[src/rtl/dmem_axi_master_if.sv]
// AXI4-Lite bus bundle between the data-memory initiator and its responder.
interface dmem_axi_master_if #(
    parameter int AW = 10,
    parameter int DW = 32
);
    logic [AW-1:0]   AWADDR;
    logic            AWVALID;
    logic            AWREADY;
    logic [DW-1:0]   WDATA;
    logic [DW/8-1:0] WSTRB;
    logic            WVALID;
    logic            WREADY;
    logic [1:0]      BRESP;
    logic            BVALID;
    logic            BREADY;
    logic [AW-1:0]   ARADDR;
    logic            ARVALID;
    logic            ARREADY;
    logic [DW-1:0]   RDATA;
    logic [1:0]      RRESP;
    logic            RVALID;
    logic            RREADY;

    modport master (
        output AWADDR, AWVALID, WDATA, WSTRB, WVALID, BREADY, ARADDR, ARVALID, RREADY,
        input  AWREADY, WREADY, BRESP, BVALID, ARREADY, RDATA, RRESP, RVALID
    );

    modport slave (
        input  AWADDR, AWVALID, WDATA, WSTRB, WVALID, BREADY, ARADDR, ARVALID, RREADY,
        output AWREADY, WREADY, BRESP, BVALID, ARREADY, RDATA, RRESP, RVALID
    );
endinterface

[src/rtl/dmem_axi_master.sv]
// Single-outstanding AXI4-Lite initiator for the RV32I load/store unit.
// One core request becomes an AW/W/B or AR/R exchange; DONE pulses once per request.
module dmem_axi_master #(
    parameter int AXI_AWIDTH  = 10,
    parameter int AXI_DWIDTH  = 32,
    parameter int TIMEOUT_CYC = 255
) (
    input  logic                    AXI_ACLK,
    input  logic                    AXI_ARESETN,
    input  logic                    MEM_REQ,
    input  logic                    MEM_WE,
    input  logic [31:0]             MEM_ADDR,
    input  logic [AXI_DWIDTH-1:0]   MEM_WDATA,
    input  logic [AXI_DWIDTH/8-1:0] MEM_WSTRB,
    output logic [AXI_DWIDTH-1:0]   MEM_RDATA,
    output logic                    MEM_DONE,
    output logic                    MEM_ERR,
    output logic                    MEM_BUSY,
    dmem_axi_master_if.master       axi
);
    localparam int CW = (TIMEOUT_CYC > 0) ? $clog2(TIMEOUT_CYC + 1) : 1;

    typedef enum logic [1:0] {S_IDLE, S_WRITE, S_WRESP, S_READ} state_t;

    state_t                  state_q, state_d;
    logic [AXI_AWIDTH-1:0]   addr_q, addr_d;
    logic [AXI_DWIDTH-1:0]   wdata_q, wdata_d;
    logic [AXI_DWIDTH/8-1:0] wstrb_q, wstrb_d;
    logic [AXI_DWIDTH-1:0]   rdata_q, rdata_d;
    logic                    awvalid_q, awvalid_d, wvalid_q, wvalid_d, bready_q, bready_d;
    logic                    arvalid_q, arvalid_d, rready_q, rready_d;
    logic                    aw_ok_q, aw_ok_d, w_ok_q, w_ok_d;
    logic                    done_q, done_d, err_q, err_d;
    logic [CW-1:0]           cnt_q, cnt_d;

    logic aw_hs, w_hs, b_hs, ar_hs, r_hs, hs_any, tmo;
    logic unused_addr;

    assign aw_hs  = awvalid_q & axi.AWREADY;
    assign w_hs   = wvalid_q & axi.WREADY;
    assign b_hs   = bready_q & axi.BVALID;
    assign ar_hs  = arvalid_q & axi.ARREADY;
    assign r_hs   = rready_q & axi.RVALID;
    assign hs_any = aw_hs | w_hs | b_hs | ar_hs | r_hs;
    // Wait-state watchdog: fires on the edge where the count would reach TIMEOUT_CYC.
    assign tmo    = (TIMEOUT_CYC != 0) && (state_q != S_IDLE) && !hs_any &&
                    (cnt_q == CW'(TIMEOUT_CYC - 1));

    // Byte-offset and high address bits carry no meaning on the word-addressed bus.
    assign unused_addr = ^{MEM_ADDR[31:AXI_AWIDTH+2], MEM_ADDR[1:0]};

    // Next-state, channel handshakes, completion and watchdog abort.
    always_comb begin
        state_d   = state_q;
        addr_d    = addr_q;
        wdata_d   = wdata_q;
        wstrb_d   = wstrb_q;
        rdata_d   = rdata_q;
        awvalid_d = awvalid_q;
        wvalid_d  = wvalid_q;
        bready_d  = bready_q;
        arvalid_d = arvalid_q;
        rready_d  = rready_q;
        aw_ok_d   = aw_ok_q;
        w_ok_d    = w_ok_q;
        done_d    = 1'b0;
        err_d     = 1'b0;
        cnt_d     = (state_q == S_IDLE || hs_any) ? '0 : cnt_q + 1'b1;

        case (state_q)
            S_IDLE: begin
                if (MEM_REQ) begin
                    addr_d  = MEM_ADDR[AXI_AWIDTH+1:2];
                    wdata_d = MEM_WDATA;
                    wstrb_d = MEM_WSTRB;
                    if (MEM_WE) begin
                        state_d   = S_WRITE;
                        awvalid_d = 1'b1;
                        wvalid_d  = 1'b1;
                        bready_d  = 1'b1;
                        aw_ok_d   = 1'b0;
                        w_ok_d    = 1'b0;
                    end else begin
                        state_d   = S_READ;
                        arvalid_d = 1'b1;
                        rready_d  = 1'b1;
                    end
                end
            end
            S_WRITE: begin
                // AW and W retire independently; B may land with the last of them.
                awvalid_d = awvalid_q & ~aw_hs;
                wvalid_d  = wvalid_q & ~w_hs;
                aw_ok_d   = aw_ok_q | aw_hs;
                w_ok_d    = w_ok_q | w_hs;
                if (aw_ok_d && w_ok_d) begin
                    if (b_hs) begin
                        state_d  = S_IDLE;
                        bready_d = 1'b0;
                        done_d   = 1'b1;
                        err_d    = (axi.BRESP != 2'b00);
                    end else begin
                        state_d  = S_WRESP;
                        cnt_d    = '0;
                    end
                end
            end
            S_WRESP: begin
                if (b_hs) begin
                    state_d  = S_IDLE;
                    bready_d = 1'b0;
                    done_d   = 1'b1;
                    err_d    = (axi.BRESP != 2'b00);
                end
            end
            S_READ: begin
                arvalid_d = arvalid_q & ~ar_hs;
                if (r_hs) begin
                    state_d  = S_IDLE;
                    rready_d = 1'b0;
                    rdata_d  = axi.RDATA;
                    done_d   = 1'b1;
                    err_d    = (axi.RRESP != 2'b00);
                end
            end
            default: state_d = S_IDLE;
        endcase

        // Abort leaves MEM_RDATA alone and reports an error completion.
        if (tmo) begin
            state_d   = S_IDLE;
            awvalid_d = 1'b0;
            wvalid_d  = 1'b0;
            bready_d  = 1'b0;
            arvalid_d = 1'b0;
            rready_d  = 1'b0;
            done_d    = 1'b1;
            err_d     = 1'b1;
            cnt_d     = '0;
        end
    end

    // State and output registers; reset abandons any transaction without a DONE.
    always_ff @(posedge AXI_ACLK) begin
        if (!AXI_ARESETN) begin
            state_q   <= S_IDLE;
            addr_q    <= '0;
            wdata_q   <= '0;
            wstrb_q   <= '0;
            rdata_q   <= '0;
            awvalid_q <= 1'b0;
            wvalid_q  <= 1'b0;
            bready_q  <= 1'b0;
            arvalid_q <= 1'b0;
            rready_q  <= 1'b0;
            aw_ok_q   <= 1'b0;
            w_ok_q    <= 1'b0;
            done_q    <= 1'b0;
            err_q     <= 1'b0;
            cnt_q     <= '0;
        end else begin
            state_q   <= state_d;
            addr_q    <= addr_d;
            wdata_q   <= wdata_d;
            wstrb_q   <= wstrb_d;
            rdata_q   <= rdata_d;
            awvalid_q <= awvalid_d;
            wvalid_q  <= wvalid_d;
            bready_q  <= bready_d;
            arvalid_q <= arvalid_d;
            rready_q  <= rready_d;
            aw_ok_q   <= aw_ok_d;
            w_ok_q    <= w_ok_d;
            done_q    <= done_d;
            err_q     <= err_d;
            cnt_q     <= cnt_d;
        end
    end

    assign MEM_RDATA   = rdata_q;
    assign MEM_DONE    = done_q;
    assign MEM_ERR     = err_q;
    assign MEM_BUSY    = (state_q != S_IDLE);

    assign axi.AWADDR  = addr_q;
    assign axi.AWVALID = awvalid_q;
    assign axi.WDATA   = wdata_q;
    assign axi.WSTRB   = wstrb_q;
    assign axi.WVALID  = wvalid_q;
    assign axi.BREADY  = bready_q;
    assign axi.ARADDR  = addr_q;
    assign axi.ARVALID = arvalid_q;
    assign axi.RREADY  = rready_q;
endmodule

[src/flat_wrapper.sv]
// flat-port wrapper written by rule: the top's interface ports become plain ports
module dmem_axi_master_flat 
#(
    parameter int AXI_AWIDTH  = 10,
    parameter int AXI_DWIDTH  = 32,
    parameter int TIMEOUT_CYC = 255
)
  (AXI_ACLK, AXI_ARESETN, MEM_REQ, MEM_WE, MEM_ADDR, MEM_WDATA, MEM_WSTRB, MEM_RDATA, MEM_DONE, MEM_ERR, MEM_BUSY, axi_AWADDR, axi_AWVALID, axi_WDATA, axi_WSTRB, axi_WVALID, axi_BREADY, axi_ARADDR, axi_ARVALID, axi_RREADY, axi_AWREADY, axi_WREADY, axi_BRESP, axi_BVALID, axi_ARREADY, axi_RDATA, axi_RRESP, axi_RVALID);
  dmem_axi_master_if #(.AW(10), .DW(32)) axi_i ();
  input  logic AXI_ACLK;
  input  logic AXI_ARESETN;
  input  logic MEM_REQ;
  input  logic MEM_WE;
  input  logic [31:0] MEM_ADDR;
  input  logic [AXI_DWIDTH-1:0] MEM_WDATA;
  input  logic [AXI_DWIDTH/8-1:0] MEM_WSTRB;
  output logic [AXI_DWIDTH-1:0] MEM_RDATA;
  output logic MEM_DONE;
  output logic MEM_ERR;
  output logic MEM_BUSY;
  output wire logic [$bits(axi_i.AWADDR)-1:0] axi_AWADDR;
  output wire logic [$bits(axi_i.AWVALID)-1:0] axi_AWVALID;
  output wire logic [$bits(axi_i.WDATA)-1:0] axi_WDATA;
  output wire logic [$bits(axi_i.WSTRB)-1:0] axi_WSTRB;
  output wire logic [$bits(axi_i.WVALID)-1:0] axi_WVALID;
  output wire logic [$bits(axi_i.BREADY)-1:0] axi_BREADY;
  output wire logic [$bits(axi_i.ARADDR)-1:0] axi_ARADDR;
  output wire logic [$bits(axi_i.ARVALID)-1:0] axi_ARVALID;
  output wire logic [$bits(axi_i.RREADY)-1:0] axi_RREADY;
  input wire logic [$bits(axi_i.AWREADY)-1:0] axi_AWREADY;
  input wire logic [$bits(axi_i.WREADY)-1:0] axi_WREADY;
  input wire logic [$bits(axi_i.BRESP)-1:0] axi_BRESP;
  input wire logic [$bits(axi_i.BVALID)-1:0] axi_BVALID;
  input wire logic [$bits(axi_i.ARREADY)-1:0] axi_ARREADY;
  input wire logic [$bits(axi_i.RDATA)-1:0] axi_RDATA;
  input wire logic [$bits(axi_i.RRESP)-1:0] axi_RRESP;
  input wire logic [$bits(axi_i.RVALID)-1:0] axi_RVALID;
  assign axi_AWADDR = axi_i.AWADDR;
  assign axi_AWVALID = axi_i.AWVALID;
  assign axi_WDATA = axi_i.WDATA;
  assign axi_WSTRB = axi_i.WSTRB;
  assign axi_WVALID = axi_i.WVALID;
  assign axi_BREADY = axi_i.BREADY;
  assign axi_ARADDR = axi_i.ARADDR;
  assign axi_ARVALID = axi_i.ARVALID;
  assign axi_RREADY = axi_i.RREADY;
  assign axi_i.AWREADY = axi_AWREADY;
  assign axi_i.WREADY = axi_WREADY;
  assign axi_i.BRESP = axi_BRESP;
  assign axi_i.BVALID = axi_BVALID;
  assign axi_i.ARREADY = axi_ARREADY;
  assign axi_i.RDATA = axi_RDATA;
  assign axi_i.RRESP = axi_RRESP;
  assign axi_i.RVALID = axi_RVALID;
  dmem_axi_master #(.AXI_AWIDTH(AXI_AWIDTH), .AXI_DWIDTH(AXI_DWIDTH), .TIMEOUT_CYC(TIMEOUT_CYC)) u_core (.AXI_ACLK(AXI_ACLK), .AXI_ARESETN(AXI_ARESETN), .MEM_REQ(MEM_REQ), .MEM_WE(MEM_WE), .MEM_ADDR(MEM_ADDR), .MEM_WDATA(MEM_WDATA), .MEM_WSTRB(MEM_WSTRB), .MEM_RDATA(MEM_RDATA), .MEM_DONE(MEM_DONE), .MEM_ERR(MEM_ERR), .MEM_BUSY(MEM_BUSY), .axi(axi_i));
endmodule
[config.mk]
export PLATFORM = sky130hd
export DESIGN_NAME = dmem_axi_master_flat
export DESIGN_NICKNAME = d
export VERILOG_FILES = /design/src/rtl/dmem_axi_master_if.sv /design/src/rtl/dmem_axi_master.sv /design/src/flat_wrapper.sv
export SDC_FILE = /design/constraint.sdc
export NUM_CORES = 1
export LEC_CHECK = 0
export CAP_MARGIN = 10
export CORE_AREA = 10 10 106 108
export DETAILED_ROUTE_END_ITERATION = 7
export DIE_AREA = 0 0 116 118
export PLACE_DENSITY_LB_ADDON = 0.12
export SYNTH_ARGS = -nofsm -noshare
export SYNTH_HDL_FRONTEND = slang
export SYNTH_SLANG_ARGS = --single-unit
[constraint.sdc]
create_clock -name AXI_ACLK -period 2.9 [get_ports AXI_ACLK]
set_input_delay 0.29 -clock AXI_ACLK [delete_from_list [all_inputs] [get_ports AXI_ACLK]]
set_output_delay 0.29 -clock AXI_ACLK [all_outputs]
set_load 0.1 [all_outputs]
# [Yosys cells after proc, flatten, opt, wreduce, memory -nomap -nowiden]
# Index checks and enable logic that the tools add are counted.
# Widths: inputs -> output; s select.
[word_totals] register_bits=97 word_cells=101 output_inout_bits=96 in_bits=113
[op_classes] eq_ne=10 reduce_logical=20 mux=37 bitwise_logic=18 addsub=1
[op_table] operator="$mux 8" n=4
[op_table] operator="$mux 1" n=17
[op_table] operator="$mux 2" n=6
[op_table] operator="$pmux 1 s2" n=6
[op_table] operator="$reduce_and 4->1" n=3
[op_table] operator="$reduce_bool 2->1" n=5
[op_table] operator="$pmux 1 s3" n=3
[op_table] operator="$add 8x1->8 const B" n=1
[op_table] operator="$and 1x1->1" n=8
[op_table] operator="$eq 8x8->1 const B" n=1
[op_table] operator="$pmux 2 s4" n=1
[op_table] operator="$ne 2x1->1 const B" n=3
[op_table] operator="$ne 2x2->1 const B" n=3
[op_table] operator="$or 1x1->1" n=6
[op_table] operator="$reduce_and 3->1" n=2
[op_table] operator="$eq 2x2->1 const B" n=2
[op_table] operator="$not 1->1" n=4
[op_table] operator="$reduce_and 2->1" n=2
[op_table] operator="$logic_and 1x1->1" n=3
[op_table] operator="$reduce_bool 3->1" n=1
[op_table] operator="$eq 2x1->1 const B" n=1
[op_table] operator="$logic_not 2->1" n=1
[op_table] operator="$reduce_or 2->1" n=1
[op_table] operator="$logic_not 1->1" n=1
[op_table] operator="$logic_or 1x1->1" n=1

# [Logic depth before layout (Yosys ltp)]
# Gate-level depths: netlist (run 1).
[depth] ltp_word=10 depth_mapped=8 ltp_nobuf=6

# [Least setup slack after synthesis (run 1)]
# No wires, ideal clock.
[synth_path] kind="reg2reg" start="register u_core.state_q[0]" end="register u_core.cnt_q[3]" setup_time_ns=0.062 path_slack_ns=0.722 synth_period_minus_slack_ns=2.178 path_stages_with_launch=9 t_required_ns=2.838 t_arrival_ns=2.116 n_path_buf=2 cell_sequence="dfxtp_1 inv_1 ha_1 buf_2 inv_2 and4_4 or4b_1 buf_6 nor2_2"
[synth_between] elab_cells_between_ends=11 classes_between="eq/ne: 1; mux: 4; reduce/logical: 6"
[synth_rtl] item="from (decl)" line_no="dmem_axi_master.sv:25" text="state_t state_q, state_d;"
[synth_rtl] item="from (signal assigned)" line_no="dmem_axi_master.sv:162" text="state_q <= state_d;"
[synth_rtl] item="$reduce_bool 2->1"
[synth_rtl] item="net MEM_BUSY" line_no="flat_wrapper.sv:20" text="output logic MEM_BUSY;"
[synth_rtl] item="$logic_and 1x1->1 (2 in a row)" line_no="dmem_axi_master.sv:46" text="assign tmo = (TIMEOUT_CYC != 0) && (state_q != S_IDLE) && !hs_any &&"
[synth_rtl] item="$reduce_or 2->1 (no line)"
[synth_rtl] item="to (signal assigned)" line_no="dmem_axi_master.sv:176" text="cnt_q <= cnt_d;"
[synth_rtl] item="to (decl)" line_no="dmem_axi_master.sv:34" text="logic [CW-1:0] cnt_q, cnt_d;"
# The timed path passes the listed nets, and every way through them passes these cells.
# A chain may end at the register's enable or synchronous reset.

# [Worst setup path after layout (run 1)]
[layout_path] start="register u_core.state_q[0]" end="register u_core.cnt_q[7]"
[layout_between] elab_chain_cells=6 elab_cells_between_ends=11 classes_between="eq/ne: 1; mux: 4; reduce/logical: 6"
[layout_rtl] item="$logic_not 2->1" line_no="dmem_axi_master.sv:68" text="cnt_d = (state_q == S_IDLE || hs_any) ? '0 : cnt_q + 1'b1;"
[layout_rtl] item="$logic_or 1x1->1" line_no="dmem_axi_master.sv:68"
[layout_rtl] item="$mux 8" line_no="dmem_axi_master.sv:68"
[layout_rtl] item="$mux 8" line_no="dmem_axi_master.sv:97" text="if (b_hs) begin"
[layout_rtl] item="$mux 8" line_no="dmem_axi_master.sv:96" text="if (aw_ok_d && w_ok_d) begin"
[layout_rtl] item="$mux 8" line_no="dmem_axi_master.sv:70" text="case (state_q)"
# Several ways; a longest one is shown, not always the timed one.

==> results.toml, run 1 <==
[cts]
cts_tree = "done"
cts_sinks = 97
cts_made_buffers = 9
insertion_delay_ns = 0.35
cts_buffer_depth = 2
ctsResizeCount = 0
cts.htree.levels = 3
hold_buffers = 0
clk_pin_slew_ns = 0.09
cts_root_buf = "clkbuf_8"
cts_setup_buffers = 0

[power]
p_leak_nw = 2.267
switching_share_pct = 46.56
power.internal_mw = 2.508
pwr-share-comb_pct = 46.1
clkPwrFrac_pct = 20.4
pwr-share-seq_pct = 33.6
ir_worst_vdd_mv = 0.3516
p_switching_mw = 2.185
powerDensity_nw_per_um2 = 836.2

[drt]
viasPerCell = 4.893
dr.pass1.iters = 4
vias = 3689
routedWlPerCell_um = 15.32
wl_mm = 11.55
drc_errors = 0
first_iter_violations = 183
ant_nets = 0

[place]
gp_congestion = 0.7806
placedCellCount = 739
dp_hpwl_mm = 8.881
portBuffers = 186

[grt]
grt_pass1_wl_mm = 18.05
grt_max_degree = 47
globalRouteOverflowTotal = 0
grtUsageTotal_pct = 16.16
grt_pass1_vias = 3703
antenna_found_initial = 0

[layout]
areaGrowthSynthToFinish_pct = 48.59
diodes = 0
drive_gt1_share_pct = 20.84
nNetsFinal = 759
fin_cells = 754

[logic_synthesis]
netlist_instances = 473
synth_area_per_cell_sq_um = 7.986
yosys_register_bits = 97
synthesis.area_sq_um = 3777
synth_nets = 593
yosys_most_used_dff = "dfxtp_1"
synth-edff-count = 0
synthArstFlopShare_pct = 0
synth-seq-area-share_pct = 51.41
synthDistinctLibCells = 40
yosys_warnings = 0

[timing]
post-route-period-util_pct = 70.97
setup-violations-final = 0
period_minus_slack_ns = 2.058
rsz0062_at_grt = "no"
clock-skew-final_ns = 0.01715
worst_slew_pin_slew_ns = 0.5769
max-slew-margin-rel_pct = 61.43
slew_violations = 0
finalHoldViolCount = 0
holdWs_ns = 0.4568
timing.fmax_ghz = 0.4859
fin_setup_tns_ns = 0

[worst_setup_path]
endpoint_kind = "flop"
path_class = "reg2reg"
worst_ep_arrival_time_ns = 2.33
cp_max_fo = 9
startpoint_type = "flop"
critical_path.startpoint = "u_core.state_q[0]"
timing.rr.start = "u_core.state_q[0]"
cp.required_ns = 3.18

[die]
coreArea_sq_um = 9109
die_x_um = 116
start_util_pct = 41.47
rows = 35
die_height_um = 118
die_area_sq_um = 13690
io_pins = 209

[flow_run]
drv_cap = 0

[run_status]
status = "complete, no violations"

[hold_path]
hp-start = "u_core.MEM_RDATA[18]"
worstHoldPathType = "reg2reg"
## power groups by stage
stage / combinational (mW) / sequential [mW] / clock [mW]
2_1_floorplan: 0.838 / 2.45 / 0
3_3_place_gp: 2.15 / 1.60 / 0
3_5_place_dp: 2.18 / 1.61 / 0
4_1_cts: 2.18 / 1.58 / 0.990
5_1_grt: 2.29 / 1.59 / 1.04
6_report: 2.16 / 1.57 / 0.956
## cells by family after synthesis
group	after synthesis	share of synthesized area (%)
adder cells (fa/ha/maj)	7	2.319
buffers and inverters	45	5.730
XOR/XNOR	6	1.391
AND/OR/NAND/NOR	206	22.82
AO/OA/AOI/OAI	112	16.33
flip-flops	97	51.41
## flip-flops by register name, summed over array words and instances (netlist names), 2 cells and up
| register | count |
|---|---|
| u_core.MEM_RDATA | 32 |
| u_core.axi.ARADDR | 10 |
| u_core.axi.WDATA | 32 |
| u_core.axi.WSTRB | 4 |
| u_core.cnt_q | 8 |
| u_core.state_q | 2 |
## cells in the mapped netlist, types with 2 or more instances
cell type	n	area [sq um]
inv_1	7	26.28
a221oi_1	2	17.52
ha_1	7	87.58
clkbuf_1	20	75.07
a2bb2oi_1	2	17.52
xnor2_1	3	26.28
a21oi_1	90	450.4
nand3_1	6	30.03
nor2b_1	3	18.77
nand2_1	163	611.8
nor2_1	10	37.54
o21ai_0	7	35.03
a31oi_1	3	18.77
buf_1	4	15.01
and3_1	3	18.77
buf_2	2	10.01
nor2_2	8	50.05
a22oi_2	2	25.02
xor2_1	3	26.28
nor3_1	3	15.01
dfxtp_1	97	1942
buf_4	10	75.07
## worst max-delay path, cell delays in order (launching register included)
cell and delay, ns:
dfxtp_1 0.39, inv_1 0.10, ha_1 0.31, inv_2 0.09, and4_4 0.23, or4b_1 0.69
nor2_2 0.18
## path summary, 6_finish.rpt
kind	endpoint	slack, ns	cells after the start
max	u_core.cnt_q[7]	0.84	6
min reg2reg	u_core.MEM_RDATA[18]	0.46	2
max reg2reg	u_core.cnt_q[7]	0.84	6
min	u_core.MEM_RDATA[18]	0.46	2
## cell type report
| class | instances | area (sq um) |
|---|---|---|
| well taps | 111 | 138.9 |
| flip-flops and latches | 97 | 1942 |
| fillers | 832 | 3496 |
| multi-input cells | 331 | 1619 |
| repair buffers | 192 | 1667 |
| clock buffers | 10 | 127.6 |
| inverters | 8 | 30.03 |
| clock inverters | 5 | 88.84 |
## layer usage
layer / global-route usage [%] / vias to the layer above / part of all wire, %
met4: 5.086 / 0 / 1.4
met3: 8.002 / 10 / 12
met2: 27.32 / 137 / 47
li1: - / 1865 / -
met5: 0 / - / 0
met1: 16.99 / 1677 / 40
## placed cells by master (no fill, tap or decap), drive strengths merged, types with 6 or more instances in the layout
cell | Yosys | final
a21oi | 90 | 90
buf | 17 | 102
clkbuf | 20 | 10
clkdlybuf4s50 | 0 | 90
dfxtp | 97 | 97
ha | 7 | 7
inv | 8 | 10
nand2 | 164 | 164
nand3 | 6 | 6
nor2 | 19 | 19
o21ai | 7 | 7
## metrics by stage
stage	cell area (sq um)	total power [mW]	setup slack [ns]	utilization (%)
floorplan	3777	3.292	0.7224	-
global placement	5396	3.749	0.7409	59.24
detailed placement	5396	3.786	0.7045	59.24
CTS	5613	4.748	0.8235	61.62
global route	5613	4.929	0.7365	61.62
finish	5613	4.693	0.8420	61.62
Power figures use the tool's default switching activity.
==> inputs of run 2 (changes only) <==
- CORE_AREA: 10 10 106 108 -> 10 10 110 112
- DIE_AREA: 0 0 116 118 -> 0 0 120 122
- clock period: 2.9 -> 1.92 ns (I/O delays scaled with it)
==> results.toml, run 2 (same netlist as run 1, synthesis figures left out) <==
[die]
die_area_sq_um = 14640
start_util_pct = 37.60
io_pins = 209
coreArea_sq_um = 10050
die_height_um = 122
rows = 37
die_x_um = 120

[place]
portBuffers = 186
gp_congestion = 0.8209
placedCellCount = 771
placed_area_sq_um = 5543
dp_hpwl_mm = 8.891

[worst_setup_path]
cp.required_ns = 2.21
cp_max_fo = 8
worst_ep_arrival_time_ns = 2.09
ff2ff_path_depth = 7
startpoint_type = "flop"
endpoint_kind = "flop"
path_class = "reg2reg"

[drt]
viasPerCell = 4.689
drc_errors = 0
wl_mm = 11.67
vias = 3690
first_iter_violations = 213
routedWlPerCell_um = 14.83
ant_nets = 0
dr.pass1.iters = 4

[cts]
cts_sinks = 97
clk_pin_slew_ns = 0.10
cts_tree = "done"
cts_made_buffers = 9
cts.htree.levels = 3
cts_root_buf = "clkbuf_8"
cts_buffer_depth = 2
insertion_delay_ns = 0.35
hold_buffers = 0

[layout]
nNetsFinal = 766
finish.utilization_pct = 57.38
layout_common_cells = "nand2_1 (163), buf_4 (105), dfxtp_1 (93)"
diodes = 0
fin_area_sq_um = 5764
final_common_cell = "nand2_1"
drive_gt1_share_pct = 22.58
areaGrowthSynthToFinish_pct = 52.60
fin_cells = 787

[hold_path]
worstHoldPathCells = 3
worstHoldPathType = "in2reg"

[timing]
finalHoldViolCount = 0
post-route-period-util_pct = 94.06
setup-violations-final = 0
rsz0062_at_grt = "no"
max-slew-margin-rel_pct = 73.37
slew_violations = 0
timing.fmax_ghz = 0.5537
period_minus_slack_ns = 1.806
clock-skew-final_ns = 0.01148
worst_slew_pin_slew_ns = 0.3994

[grt]
globalRouteOverflowTotal = 0
antenna_found_initial = 0
grt_pass1_vias = 3523
grt_max_degree = 84
grtUsageTotal_pct = 14.85
grt_pass1_wl_mm = 18.00

[flow_run]
drv_cap = 0

[power]
ir_worst_vdd_mv = 0.4818
power.total_mw = 7.304
p_leak_nw = 2.319
powerDensity_nw_per_um2 = 1267

[run_status]
status = "complete, no violations"
[run 2: changes by cell type in the layout (fill, tap and decap cells not counted), sizes merged]
cell,previous run,this run
clkinvlp,0,1
buf,102,109
[run 2: final timing paths]
path / slack, ns / from / to
max: 0.11 / u_core.state_q[0] / u_core.cnt_q[5]
min: 0.38 / axi_RDATA[18] / u_core.MEM_RDATA[18]
max reg2reg: 0.11 / u_core.state_q[0] / u_core.cnt_q[5]
min reg2reg: 0.46 / u_core.MEM_RDATA[5] / u_core.MEM_RDATA[5]
[run 2: per-stage QoR]
step / hold slack (ns) / setup TNS, ns / worst slack (ns)
final: 0.3755 / 0 / 0.1140
after global routing: 0.3581 / 0 / 0.01720
after CTS: 0.3562 / 0 / 0.008224
after detailed placement: 0.4467 / 0 / 0.03057
after global placement: 0.4424 / 0 / 0.04330
after floorplan: 0.3280 / -0.00004652 / -0.00004652
[run 2: what timing repair did]
item                       in CTS  in global routing
resized for setup               0                  2
setup endpoints to repair       0                 14
buffers inserted                0                  0
[run 2: area by class of cell]
class,count,area (sq um)
fillers,944,4282
flip-flops and latches,97,1947
repair buffers,199,1769
multi-input cells,331,1623
well taps,136,170.2
clock buffers,10,127.6
clock inverters,6,90.09
inverters,8,37.54
[run 2: critical path, stage by stage, from the launching register on]
cell     delay [ns]
dfxtp_1        0.39
inv_1          0.10
ha_2           0.26
inv_8          0.07
and4_4         0.20
or4b_1         0.43
buf_4          0.19
nor2_2         0.10
[run 2: where the power goes]
group	internal [mW]	switching (mW)	total [mW]	leakage, nW
sequential	2.23	0.155	2.38	0.791
combinational	0.960	2.51	3.47	1.42
clock	0.742	0.709	1.45	0.107
[run 2: routing by layer]
layer	vias to the layer above	global-route usage [%]	wire, um
met5	-	0	0
met3	9	7.909	1244
met4	0	3.544	108
met1	1658	16.75	4822
li1	1887	-	-
met2	136	24.35	5493
==> inputs of run 3 (changes only) <==
- ABC_CLOCK_PERIOD_IN_PS: unset -> 1920
- TNS_END_PERCENT: unset -> 20
==> results of run 3 <==
No change in the layout: final DEF, timing and power equal those of run 2.
